File: src/rtl/st_native_x2x_ser_if.sv
// st_native_x2x_ser_if: value-in / store-beat-out handshake bundle
interface st_native_x2x_ser_if;
    logic        in_vld;
    logic        in_rdy;
    logic [80:0] in_data;
    logic        out_vld;
    logic        out_rdy;
    logic [63:0] out_data;
    logic [7:0]  out_be;
    logic        out_last;
    logic [2:0]  out_flags;
    modport slave (
        input  in_vld, in_data, out_rdy,
        output in_rdy, out_vld, out_data, out_be, out_last, out_flags
    );
    modport master (
        output in_vld, in_data, out_rdy,
        input  in_rdy, out_vld, out_data, out_be, out_last, out_flags
    );
endinterface

File: src/rtl/st_native_x2x_ser.sv
// st_native_x2x_ser: native extended to x87 80-bit format, serialized as two store beats
module st_native_x2x_ser (
    input logic clk,
    input logic rst,
    st_native_x2x_ser_if.slave bus
);
    typedef enum logic [1:0] {IDLE, BEAT0, BEAT1} state_t;
    state_t      state_q;
    logic        vld_q, last_q;
    logic [63:0] data_q;
    logic [7:0]  be_q;
    logic [2:0]  flags_q;
    logic [15:0] hi_q;
    logic        sgn;
    logic [15:0] e, s, xn;
    logic [63:0] m, mant_d;
    logic [127:0] crs, fin;
    logic        big;
    logic [15:0] hi_d;
    logic [2:0]  flags_d;
    logic        acc;
    // decode the native value and convert it; denormals shift right by 8-bit then 1-bit steps
    always_comb begin
        sgn     = bus.in_data[80];
        e       = {bus.in_data[79], bus.in_data[64], bus.in_data[78:65]};
        m       = bus.in_data[63:0];
        s       = 16'h4001 - e;
        xn      = e - 16'h4000;
        crs     = {m, 64'b0} >> {s[5:3], 3'b000};
        fin     = crs >> s[2:0];
        big     = |s[15:6];
        mant_d  = m;
        hi_d    = {sgn, xn[14:0]};
        flags_d = 3'b000;
        if (e == 16'h0000) begin
            mant_d  = 64'b0;
            hi_d    = {sgn, 15'h0000};
            flags_d = (|m) ? 3'b011 : 3'b000;
        end else if (e <= 16'h4000) begin
            mant_d  = big ? 64'b0 : fin[127:64];
            hi_d    = {sgn, 15'h0000};
            flags_d = {1'b0, (mant_d != m) | (|m), big ? |m : |fin[63:0]};
        end else if (e >= 16'hBFFF && e != 16'hFFFF) begin
            mant_d  = 64'h8000_0000_0000_0000;
            hi_d    = {sgn, 15'h7FFF};
            flags_d = 3'b101;
        end else if (e == 16'hFFFF) begin
            mant_d  = {1'b1, m[62:0]};
            hi_d    = {sgn, 15'h7FFF};
        end
    end
    assign bus.in_rdy    = !rst && (state_q == IDLE || (state_q == BEAT1 && bus.out_rdy));
    assign acc           = bus.in_vld && bus.in_rdy;
    assign bus.out_vld   = vld_q;
    assign bus.out_data  = data_q;
    assign bus.out_be    = be_q;
    assign bus.out_last  = last_q;
    assign bus.out_flags = flags_q;
    // beat sequencer: capture on acceptance, mantissa beat then sign/exponent beat
    always_ff @(posedge clk) begin
        if (rst) begin
            state_q <= IDLE;
            vld_q   <= 1'b0;
            data_q  <= 64'b0;
            be_q    <= 8'h00;
            last_q  <= 1'b0;
            flags_q <= 3'b000;
            hi_q    <= 16'h0000;
        end else if (acc) begin
            state_q <= BEAT0;
            vld_q   <= 1'b1;
            data_q  <= mant_d;
            be_q    <= 8'hFF;
            last_q  <= 1'b0;
            flags_q <= flags_d;
            hi_q    <= hi_d;
        end else if (state_q == BEAT0 && bus.out_rdy) begin
            state_q <= BEAT1;
            data_q  <= {48'b0, hi_q};
            be_q    <= 8'h03;
            last_q  <= 1'b1;
        end else if (state_q == BEAT1 && bus.out_rdy) begin
            state_q <= IDLE;
            vld_q   <= 1'b0;
            data_q  <= 64'b0;
            be_q    <= 8'h00;
            last_q  <= 1'b0;
            flags_q <= 3'b000;
        end
    end
endmodule

File: src/flat_wrapper.sv
// flat-port wrapper written by rule: the top's interface ports become plain ports
module st_native_x2x_ser_flat 
  (clk, rst, bus_in_vld, bus_in_data, bus_out_rdy, bus_in_rdy, bus_out_vld, bus_out_data, bus_out_be, bus_out_last, bus_out_flags);
  st_native_x2x_ser_if bus_i ();
  input logic clk;
  input logic rst;
  input wire logic [$bits(bus_i.in_vld)-1:0] bus_in_vld;
  input wire logic [$bits(bus_i.in_data)-1:0] bus_in_data;
  input wire logic [$bits(bus_i.out_rdy)-1:0] bus_out_rdy;
  output wire logic [$bits(bus_i.in_rdy)-1:0] bus_in_rdy;
  output wire logic [$bits(bus_i.out_vld)-1:0] bus_out_vld;
  output wire logic [$bits(bus_i.out_data)-1:0] bus_out_data;
  output wire logic [$bits(bus_i.out_be)-1:0] bus_out_be;
  output wire logic [$bits(bus_i.out_last)-1:0] bus_out_last;
  output wire logic [$bits(bus_i.out_flags)-1:0] bus_out_flags;
  assign bus_i.in_vld = bus_in_vld;
  assign bus_i.in_data = bus_in_data;
  assign bus_i.out_rdy = bus_out_rdy;
  assign bus_in_rdy = bus_i.in_rdy;
  assign bus_out_vld = bus_i.out_vld;
  assign bus_out_data = bus_i.out_data;
  assign bus_out_be = bus_i.out_be;
  assign bus_out_last = bus_i.out_last;
  assign bus_out_flags = bus_i.out_flags;
  st_native_x2x_ser u_core (.clk(clk), .rst(rst), .bus(bus_i));
endmodule
File: config.mk
export PLATFORM = sky130hd
export DESIGN_NAME = st_native_x2x_ser_flat
export DESIGN_NICKNAME = d
export VERILOG_FILES = /design/src/rtl/st_native_x2x_ser_if.sv /design/src/rtl/st_native_x2x_ser.sv /design/src/flat_wrapper.sv
export SDC_FILE = /design/constraint.sdc
export NUM_CORES = 1
export LEC_CHECK = 0
export BUFFER_PORTS_ARGS = -buffer_cell sky130_fd_sc_hd__buf_2
export CORE_MARGIN = 5
export CORE_UTILIZATION = 41
export DETAILED_ROUTE_END_ITERATION = 6
export PLACE_DENSITY_LB_ADDON = 0.05
export SLEW_MARGIN = 5
export SYNTH_ARGS = -nofsm -noshare
export SYNTH_HDL_FRONTEND = slang
export SYNTH_SLANG_ARGS = --single-unit
File: constraint.sdc
create_clock -name clk -period 13.9 [get_ports clk]
set_input_delay 2.085 -clock clk [delete_from_list [all_inputs] [get_ports clk]]
set_output_delay 2.085 -clock clk [all_outputs]
set_load 0.02 [all_outputs]
==> results.py <==
metrics = {
    "critical_path": {
        "critPathSlowestCell": "a2111oi_0",
        "cp_slowest_stage_delay_ps": 880,
        "regToRegSetupSlack_ps": 11050,
        "cpMostUsedCell": "buf_4",
        "r2r-start": "u_core.bus.out_last",
        "cp-start-kind": "primary input",
        "path_cells": "buf_2 > inv_2 > buf_4 > ha_1 > xnor2_4 > buf_4 > buf_4 > nand3_1 > a2111oi_0 > o211ai_1 > a222oi_1 > and4_1 > a31oi_1",
        "crit_fanout": 52,
        "critPathRequiredTime_ps": 14120,
        "critPathKind": "in -> reg",
        "end_kind": "flip-flop",
        "worstRegToRegCells": 9,
        "arrival_ps": 7120,
        "r2r-end": "u_core.bus.out_data[24]",
    },
    "synthesis": {
        "synth_top_family_by_area": "compound AO/OA/AOI/OAI gates",
        "synth_xor_area_frac": 0.00867,
        "synth.net_count": 1360,
        "synth_ff_type": "dfxtp_1",
        "synth_cells": 1274,
        "synth-compound-area-share": 0.314,
        "synth_cell_types": 86,
        "syn_area_per_cell_um2": 7.70,
        "synth_edf_count": 0,
        "synth_simple_gate_area_frac": 0.200,
        "synthAdderAreaFrac": 0.00128,
        "ys_warn_count": 0,
        "synth_area_leader_cell": "dfxtp_1",
        "syn_area_mm2": 0.00981,
        "async_reset_ff_frac": 0,
        "ys_ff_latch": 87,
        "yosys.area.top_type_share": 0.178,
        "yosysSeqAreaShare": 0.178,
        "yosys-top-cells-area": "dfxtp_1, mux2i_1, mux4_2",
        "synth_mux_area_frac": 0.224,
    },
    "die": {
        "num_rows": 56,
        "ioPinCount": 163,
        "fp.dieH_um": 165,
        "die_w_um": 165,
        "core_mm2": 0.0235,
        "dieArea_mm2": 0.0271,
        "initial_utilization": 0.417,
    },
    "final_layout": {
        "regArea_mm2": 0.00174,
        "fillers": 2488,
        "multi_input_comb_area_mm2": 0.00739,
        "final_nets": 1412,
        "drive_above_1_share": 0.222,
        "fin_util": 0.463,
        "fin_cells": 1650,
        "diodes": 0,
        "areaGrowthSynthToFinish_pct": 11.2,
    },
    "global_route": {
        "grt_overflow": 0,
        "grt_usage": 0.345,
        "grt_max_degree": 73,
        "grt_pass1_wl_um": 70500,
        "grt_pass1_vias": 10761,
        "grt_antenna_before_repair": 0,
    },
    "clock_tree": {
        "cts-root-buf": "clkbuf_16",
        "cts_buffers": 9,
        "cts_resized": 0,
        "cts_sinks": 87,
        "hold_buffers": 0,
        "clk_path_buf_depth": 2,
        "clk_latency_ps": 360,
        "clk_pin_slew_ps": 70,
        "h-tree-depth": 3,
        "tritoncts": "built",
        "post-cts-setup-buffer-count": 0,
    },
    "outcome": {
        "status": "finished, final reports clean",
    },
    "placed_design": {
        "dp.cells": 1634,
        "io_buffers": 162,
        "gp_congestion": 1.00,
        "dp_hpwl_um": 35500,
    },
    "hold_path": {
        "whs_path_depth": 2,
        "hold_path_end": "u_core.bus.out_data[63]",
        "hold_start": "u_core.bus.out_data[63]",
        "hold_path.class": "reg -> reg",
    },
    "timing": {
        "max_slew_margin": 0.366,
        "clock_skew_ps": 12.7,
        "final-setup-viol-count": 0,
        "fin_setup_tns_ps": 0,
        "fmax_mhz": 145,
        "hold_violations": 0,
        "rsz0062_at_grt": "no",
        "worst-slew-pin-transition_ps": 927,
        "final_max_slew_viol_count": 0,
        "period_share": 0.496,
        "finalCriticalPeriod_ps": 6890,
    },
    "routing": {
        "vias": 11486,
        "wl_per_cell_um": 29.3,
        "ant_nets": 0,
        "drtIter0Drc": 1801,
        "wirelength_um": 48300,
        "firstDrtPassIters": 6,
        "vias_per_cell": 6.96,
        "drc_errors": 0,
    },
    "pwr": {
        "total_leakage_power_nw": 4.19,
        "p_per_area_mw_per_mm2": 89.5,
        "peakVddDrop_mv": 0.0617,
        "p_total_uw": 976,
    },
    "flow_run": {
        "maxCapViolCount": 0,
    },
}
## per-stage QoR
stage          hold slack [ps]  instance area (um2)  worst slack, ps
6_report                   456                10900             7010
5_1_grt                    479                10900             6730
4_1_cts                    456                10900             7130
3_5_place_dp               447                10600             6760
3_3_place_gp               443                10600             6770
2_1_floorplan              432                 9810             7730
## synth_stat cells (9+ instances only)
cell       count
a21oi_1       83
nand4_1       14
a211oi_1      39
o2bb2ai_1      9
nor3_1        46
inv_1         12
buf_2         23
clkbuf_1      97
or3_1         10
a22oi_1       54
o211ai_1      12
nor2_1       105
mux2i_1      127
nand3_1       35
nor4_1        20
a221oi_1      16
o31ai_1       10
and2_1        15
o22ai_1       10
mux2_2        31
and3_1         9
nand2_1       97
dfxtp_1       87
a222oi_1      11
o21ai_0       76
a31oi_1       16
buf_4         12
mux4_2        25
o2111ai_1     12
## registers in the layout (all words and copies together) (netlist names)
signal and count:
u_core.bus.out_last 1, u_core.bus.out_flags 3, u_core.bus.out_vld 1, u_core.hi_q 16
u_core.bus.out_be 2, u_core.bus.out_data 64
## metal layers
| metal | vias up | share of wire | track usage |
|---|---|---|---|
| met4 | 0 | 0.062 | 0.170 |
| met2 | 800 | 0.44 | 0.540 |
| met5 | - | 0 | 0 |
| met1 | 5471 | 0.40 | 0.458 |
| li1 | 5078 | - | - |
| met3 | 137 | 0.096 | 0.0609 |
## worst max-delay path by stage
stage                    start                       to  slack, ps  depth (start not counted)
3_3_place_gp   bus_in_data[66]  u_core.bus.out_flags[0]       6770                         13
2_1_floorplan  bus_in_data[66]  u_core.bus.out_flags[0]       7730                         16
5_1_grt        bus_in_data[66]   u_core.bus.out_data[1]       6730                         14
6_report       bus_in_data[66]  u_core.bus.out_flags[0]       7010                         13
4_1_cts        bus_in_data[66]  u_core.bus.out_flags[0]       7130                         13
3_5_place_dp   bus_in_data[66]  u_core.bus.out_flags[0]       6760                         13
## cells in the final DEF, fill, tap and decap left out, types with 35 or more instances in the layout
master and n:
nor3_1 44, a211oi_1 39, buf_2 161, a21oi_1 83, dfxtp_1 87, nor2_1 104, mux2i_1 126, nand2_1 97
o21ai_0 76, nand3_1 35, a22oi_1 54
## report_power, final
group	internal [mW]	leakage (nW)	switching (mW)
Sequential	0.261	0.707	0.00815
Combinational	0.147	3.34	0.298
Clock	0.146	0.147	0.116
## cell families (layout without fill, tap and decap cells)
logic type | after synthesis | after routing
simple gates | 393 | 393
flops | 87 | 87
buf+inv | 161 | 218
fa+ha+maj | 1 | 1
xor+xnor | 8 | 8
mux | 184 | 184
compound gates | 440 | 440
## cell type report
cell class	count	area share
Multi-Input combinational cell	1026	0.678
Tap cell	319	0.0366
Sequential cell	87	0.160
Timing Repair Buffer	188	0.0925
Clock buffer	11	0.0223
Inverter	14	0.00482
Clock inverter	5	0.00585
## critical path: cells and delay by family
family,cells,cell delay (ps)
AOI/OAI and AO/OA,4,1680
xor gates and xnor gates,1,160
adders and majority gates,1,650
buffers and inverters,5,1940
and+or+nand+nor,2,550
Note: power is estimated with default switching activity, not from simulation.
